==> config.mk <==
export PLATFORM = sky130hd
export DESIGN_NAME = spi_deserializer
export DESIGN_NICKNAME = d
export VERILOG_FILES = /design/src/rtl/spi_deserializer.sv
export SDC_FILE = /design/constraint.sdc
export NUM_CORES = 1
export LEC_CHECK = 0
export CORE_ASPECT_RATIO = 1.25
export CORE_MARGIN = 2
export CORE_UTILIZATION = 25
export CTS_BUF_LIST = sky130_fd_sc_hd__clkbuf_16
export CTS_CLUSTER_DIAMETER = 60
export CTS_CLUSTER_SIZE = 28
export DETAILED_ROUTE_END_ITERATION = 10
export PLACE_DENSITY_LB_ADDON = 0.25
export SETUP_SLACK_MARGIN = 0.2
export SLEW_MARGIN = 5
export SYNTH_ARGS = -nofsm -noshare
export SYNTH_HDL_FRONTEND = slang
export SYNTH_SLANG_ARGS = --single-unit
==> constraint.sdc <==
create_clock -name clk -period 1.56 [get_ports clk]
set_input_delay 0.468 -clock clk [delete_from_list [all_inputs] [get_ports clk]]
set_output_delay 0.468 -clock clk [all_outputs]
set_load 0.01 [all_outputs]
==> src/rtl/spi_deserializer.sv <==
// SPI receive path: skips the command/address phase after n_cs falls, then
// packs miso bits MSB-first into DATAW-bit words behind a one-entry valid/ready buffer.
module spi_deserializer #(
  parameter int DATAW    = 8,
  parameter int SKIPBITS = 32,
  parameter int CNTW     = $clog2(SKIPBITS + DATAW + 1)
) (
  input  logic             clk,
  input  logic             rst,
  input  logic             n_cs,
  input  logic             spi_clk,
  input  logic             miso,
  output logic [DATAW-1:0] data_out,
  output logic             valid_out,
  input  logic             ready_in,
  output logic             err,
  output logic [1:0]       fsm_state
);

  // Handshake: a word is transferred on every clk edge where valid_out && ready_in;
  // while valid_out is high, data_out is held stable and valid_out only drops
  // after such a transfer (unless a new word loads in that same cycle).

  localparam logic [1:0] IDLE = 2'd0;
  localparam logic [1:0] SKIP = 2'd1;
  localparam logic [1:0] DATA = 2'd2;

  localparam logic [CNTW-1:0] SKIP_LAST = CNTW'((SKIPBITS == 0) ? 0 : SKIPBITS - 1);
  localparam logic [CNTW-1:0] DATA_LAST = CNTW'(DATAW - 1);

  logic [1:0]       state;
  logic             sclk_q;
  logic             ncs_q;
  logic             armed;
  logic [CNTW-1:0]  skip_cnt;
  logic [CNTW-1:0]  bit_cnt;
  logic [DATAW-2:0] shift_reg;

  logic             rise;
  logic             cs_fall;
  logic             cs_rise;
  logic             word_done;
  logic             accept;
  logic [DATAW-1:0] next_word;

  // armed blocks the fake falling edge seen right after a reset taken with n_cs
  // already low: a transaction only starts once n_cs has been observed high.
  assign rise      = spi_clk & ~sclk_q;
  assign cs_fall   = ~n_cs & ncs_q & armed;
  assign cs_rise   = n_cs & ~ncs_q;
  assign next_word = {shift_reg, miso};
  assign word_done = (state == DATA) && rise && !cs_rise && (bit_cnt == DATA_LAST);
  assign accept    = valid_out & ready_in;
  assign fsm_state = state;

  always_ff @(posedge clk) begin
    if (rst) begin
      state     <= IDLE;
      sclk_q    <= 1'b0;
      ncs_q     <= 1'b1;
      armed     <= n_cs;
      skip_cnt  <= '0;
      bit_cnt   <= '0;
      shift_reg <= '0;
      data_out  <= '0;
      valid_out <= 1'b0;
      err       <= 1'b0;
    end else begin
      sclk_q <= spi_clk;
      ncs_q  <= n_cs;
      if (n_cs) begin
        armed <= 1'b1;
      end

      if (cs_rise) begin
        state    <= IDLE;
        skip_cnt <= '0;
        bit_cnt  <= '0;
        if ((state == DATA) && (bit_cnt != '0)) begin
          err <= 1'b1;
        end
      end else begin
        case (state)
          IDLE: begin
            if (cs_fall) begin
              err       <= 1'b0;
              skip_cnt  <= '0;
              bit_cnt   <= '0;
              shift_reg <= '0;
              state     <= (SKIPBITS == 0) ? DATA : SKIP;
            end
          end
          SKIP: begin
            if (rise) begin
              skip_cnt <= skip_cnt + 1'b1;
              if (skip_cnt == SKIP_LAST) begin
                state <= DATA;
              end
            end
          end
          DATA: begin
            if (rise) begin
              shift_reg <= next_word[DATAW-2:0];
              bit_cnt   <= word_done ? '0 : bit_cnt + 1'b1;
            end
          end
          default: state <= IDLE;
        endcase
      end

      // Output buffer: a completing word either refills the slot or overflows.
      if (word_done) begin
        if (!valid_out || ready_in) begin
          data_out  <= next_word;
          valid_out <= 1'b1;
        end else begin
          err <= 1'b1;
        end
      end else if (accept) begin
        valid_out <= 1'b0;
      end
    end
  end

endmodule

Word level (Yosys, flattened, before mapping)

Cells that the tools add are included.

Register bits: 34
Input port bits: 6
Output and inout bits: 12
Logic and storage cells: 75

$add $sub $neg: 2
Equality and inequality tests: 9
Muxes and demuxes: 24
Bitwise operators: 10
Reduce and logical (&&, ||, !) cells: 20

Operators by type and width:

| cell                | count |
|---|---|
| $mux 6              | 4 |
| $pmux 6 s2          | 2 |
| $mux 7              | 2 |
| $pmux 7 s2          | 1 |
| $add 6x1->6 const B | 2 |
| $mux 1              | 11 |
| $ne 2x2->1 const B  | 4 |
| $reduce_and 4->1    | 2 |
| $reduce_bool 2->1   | 4 |
| $eq 6x3->1 const B  | 1 |
| $eq 6x5->1 const B  | 1 |
| $mux 2              | 3 |
| $pmux 2 s3          | 1 |
| $reduce_and 3->1    | 2 |
| $reduce_bool 6->1   | 1 |
| $and 1x1->1         | 5 |
| $not 1->1           | 5 |
| $logic_and 1x1->1   | 4 |
| $reduce_and 2->1    | 2 |
| $eq 2x1->1 const B  | 1 |
| $eq 2x2->1 const B  | 1 |
| $logic_not 1->1     | 2 |
| $logic_not 2->1     | 1 |
| $ne 2x1->1 const B  | 1 |
| 2 further kinds     | 2 |

Longest topological paths before layout

Depth in word-level cells: 8
Mapped depth: 6
Mapped depth without buffers: 5

Worst setup path after synthesis

No wires, ideal clock.

Kind: input to register
Start: input n_cs
End: register bit_cnt[5]
Setup time: 70 ps
Arrival: 1572 ps
Required time: 1490 ps
Slack: -82 ps
Cell stages on the path: 4
Path buffers: 0
Cell sequence: or2_0 -> o31a_1 -> or4_1 -> a21oi_1

Word-level cells in the longest chain between the ends: 7
Elaborated cells between the ends (all ways): 13
Those cells by class: eq/ne: 1; mux: 3; bitwise: 4; reduce/logical: 5

RTL lines:

| what                            | RTL line | RTL |
|---|---|---|
| start: declaration              | 10       | `input logic n_cs,` |
| $and 1x1->1                     | 50       | `assign cs_rise = n_cs & ~ncs_q;` |
| $logic_not 1->1                 | 52       | `assign word_done = (state == DATA) && rise && !cs_rise && (bit_cnt == DATA_LAST);` |
| $logic_and 1x1->1 (2 in series) | 52       |  |
| $mux 6                          | 104      | `bit_cnt <= word_done ? '0 : bit_cnt + 1'b1;` |
| $mux 6                          | 102      | `if (rise) begin` |
| $pmux 6 s2                      | 83       | `case (state)` |
| end signal: assignment          | 104      |  |
| end: declaration                | 36       | `logic [CNTW-1:0] bit_cnt;` |

Parallel ways exist; a longest one is shown, timed or not. The select of a mux whose other input is x is not followed.
A chain may end at the register's enable or synchronous reset.

Worst setup path in the final report

Start: register state[1], in the netlist fsm_state[1]
End: register bit_cnt[5]

Word-level cells in the longest chain between the ends: 7
Elaborated cells between the ends (all ways): 12
Those cells by class: eq/ne: 3; mux: 3; reduce/logical: 6

RTL lines:

| what                            | RTL line | RTL |
|---|---|---|
| start: declaration              | 31       | `logic [1:0] state;` |
| start signal: assignment        | 90       | `state <= (SKIPBITS == 0) ? DATA : SKIP;` |
| $eq 2x2->1                      | 52, 83   |  |
| $logic_and 1x1->1 (3 in series) | 52       |  |
| $mux 6                          | 104      |  |
| $mux 6                          | 102      |  |
| $pmux 6 s2                      | 83       |  |

Parallel ways exist; a longest one is shown, timed or not. The select of a mux whose other input is x is not followed.

==> results.sh <==
export IMPL_cp_start_kind="flop"
export IMPL_clock_path_buffers=2
export IMPL_cp_max_fo=7
export IMPL_nets=216
export IMPL_syn_nets=176
export IMPL_grt_max_degree=21
export IMPL_vias=1261
export IMPL_antenna_cells=0
export IMPL_num_io_pins=18
export IMPL_synthToLayoutAreaGrowth_pct=44.2
export IMPL_die_area_sq_um=6630
export IMPL_worstSetupEndpointType="flop"
export IMPL_drive_gt1_share_pct=31.7
export IMPL_path_cells="or2_4, o31a_1, or4_1, a21oi_1"
export IMPL_slowest_stage="or4_1"
export IMPL_largest_reg_flops=8
export IMPL_place_congestion=0.740
export IMPL_leakagePower_nw=0.786
export IMPL_viasPerCell=4.60
export IMPL_numClockSinks=34
export IMPL_yosys_area_top_type="dfxtp_1"
export IMPL_yosysWarnings=0
export IMPL_post_route_period_util_pct=97.4
export IMPL_place_hpwl_um=2320
export IMPL_slew_headroom_pct=73.2
export IMPL_ant_nets=0
export IMPL_avgSynthCellArea_sq_um=8.98
export IMPL_hold_viol_final=0
export IMPL_report_power_total_w=0.00198
export IMPL_cp_required_ps=1770
export IMPL_synthArstFlopShare_pct=0
export IMPL_slew_violations=0
export IMPL_clock_skew_final_ps=8.16
export IMPL_yosys_most_used_dff="dfxtp_1"
export IMPL_first_pass_iters=4
export IMPL_synth_area_leaders="dfxtp_1, nand2b_1, a21oi_1"
export IMPL_crit_arrival_ps=1730
export IMPL_synth_compound_area_share_pct=10.9
export IMPL_ys_seq_area_share_pct=46.1
export IMPL_synth_xor_xnor_area_share_pct=3.51
export IMPL_drcViolationCount=0
export IMPL_syn_instance_count=167
export IMPL_cts_tree="built"
export IMPL_grt_pass1_wl_um=5710
export IMPL_synth_top_family_by_area="simple AND/OR/NAND/NOR gates"
export IMPL_core_area_sq_um=5780
export IMPL_finalSetupViolations=0
export IMPL_cap_violations=0
export IMPL_synthAdderAreaFrac_pct=2.50
export IMPL_die_h_um=90.6
export IMPL_wl_per_cell_um=12.1
export IMPL_vdd_drop_max_v=0.000364
export IMPL_synth_seq_cells=34
export IMPL_grt_antenna_before_repair=0
export IMPL_drt_iter0_markers=102
export IMPL_synth_edf_count=1
export IMPL_grt_pass1_vias=1216
export IMPL_h_tree_depth=2
export IMPL_outcome="finished, final reports clean"
export IMPL_netlist_area_leader_share_pct=44.1
export IMPL_grt_setup_unrepaired="true"
export IMPL_fillers=584
export IMPL_slowest_delay_ps=410
export IMPL_clkTransAtPathRegs_ps=60
export IMPL_cts_root_buf="clkbuf_16"
export IMPL_worst_skew_pair_late_latency_ps=280
export IMPL_synth_cell_types=33
export IMPL_worstMarginPinSlew_ps=401
export IMPL_synthSimpleGateAreaFrac_pct=29.0
export IMPL_grt_use_total_pct=11.0
export IMPL_io_buffer_count=17
export IMPL_min_path_type="flop to flop"
export IMPL_syn_area_sq_um=1500
export IMPL_crit_type="flop to flop"
export IMPL_period_needed_ps=1520
export IMPL_routed_wl_um=3310
export IMPL_rows=31
export IMPL_die_x_um=73.3
export IMPL_power_density_nw_per_um2=914
export IMPL_initial_core_util_pct=25.9
export IMPL_holdWs_ps=465
export IMPL_grt_overflow_total=0
export IMPL_postCtsHoldBufs=0
export IMPL_cts_made_buffers=5
export IMPL_clock_fmax_mhz=658
export IMPL_synth_mux_area_share_pct=5.34
-- cell usage in the layout (no fill, tap or decap), types with 4 or more instances in the layout --
master,Yosys,layout
nand2b_1,19,19
nor2_1,10,8
nor2b_1,4,4
xor2_1,4,4
mux2i_1,8,8
nand2_1,14,12
o21ai_2,0,6
clkbuf_16,0,5
buf_6,0,5
inv_1,2,4
nand3b_1,4,4
a21oi_1,16,12
buf_2,2,4
buf_4,0,19
clkdlybuf4s15_1,0,7
dfxtp_1,33,29
a21oi_2,0,4
-- logic make-up (layout without fill, tap and decap cells) --
kind of cell	after synthesis	in the layout
xor+xnor	6	6
buf+inv	10	51
fa+ha+maj	3	3
mux	8	8
flops	34	34
simple gates	76	76
compound gates	30	30
-- per-layer routing --
layer	up-vias	GRT usage (%)	routed length, um
met4	0	5.25	92
li1	651	-	-
met3	7	3.13	87
met5	-	0	0
met1	583	13.6	1550
met2	20	17.3	1580
-- worst max-delay path: cells and delay by family, from the launching register on --
| kind | cells | cell delay [ps] |
|---|---|---|
| AO/OA/AOI/OAI | 2 | 460 |
| AND/OR/NAND/NOR | 2 | 640 |
| flip-flops | 1 | 360 |
-- synth_stat cells, drive strengths merged, types with 3 or more instances --
cell type and n:
ha 3, o21ai 9, nand3b 4, nor2 10, dfxtp 33, nand4 3
a21oi 16, or2 5, clkbuf 6, nand3 3, nand2 14, xor2 4
nand2b 19, nor2b 4, nor3 3, mux2i 8
-- path summary, 6_finish.rpt --
check,cells after the start,startpoint,slack [ps],end
min,2,shift_reg[6],460,shift_reg[6]
min reg2reg,2,shift_reg[6],460,shift_reg[6]
max reg2reg,4,fsm_state[1],40,bit_cnt[5]
max,4,fsm_state[1],40,bit_cnt[5]
-- stage by stage --
stage / cells / instance area [sq um] / setup TNS [ps] / util [%] / setup WS (ps)
after floorplan: 167 / 1520 / 0 / - / 1.67
after global placement: 262 / 1890 / -12470 / 32.7 / -471
after detailed placement: 262 / 1890 / -13070 / 32.7 / -516
after CTS: 274 / 2080 / 0 / 36.0 / 49.6
after global routing: 274 / 2160 / -61.9 / 37.4 / -28.8
final: 274 / 2160 / 0 / 37.4 / 41.2
-- report_power, final --
group	internal, W	switching (W)
Sequential	0.000882	0.00000997
Combinational	0.0000835	0.0000790
Clock	0.000573	0.000349
Total	0.00154	0.000437
-- final cells by class --
| cell class | count | area, sq um | area share, % |
|---|---|---|---|
| Inverter | 2 | 7.51 | 0.347 |
| Clock inverter | 3 | 11.3 | 0.521 |
| Multi-Input combinational cell | 123 | 895 | 41.4 |
| Tap cell | 66 | 82.6 | 3.82 |
| Clock buffer | 5 | 125 | 5.79 |
| Timing Repair Buffer | 41 | 340 | 15.7 |
| Sequential cell | 34 | 701 | 32.4 |
-- what timing repair did --
item | in CTS | in global routing
setup endpoints to repair | 43 | 41
pin swaps | 7 | 8
cloned | 0 | 0
resized for setup | 44 | 38
endpoints found under the hold margin | 0 | 0
setup buffers | 4 | 0
No activity file was read; power rests on OpenSTA's default activity.
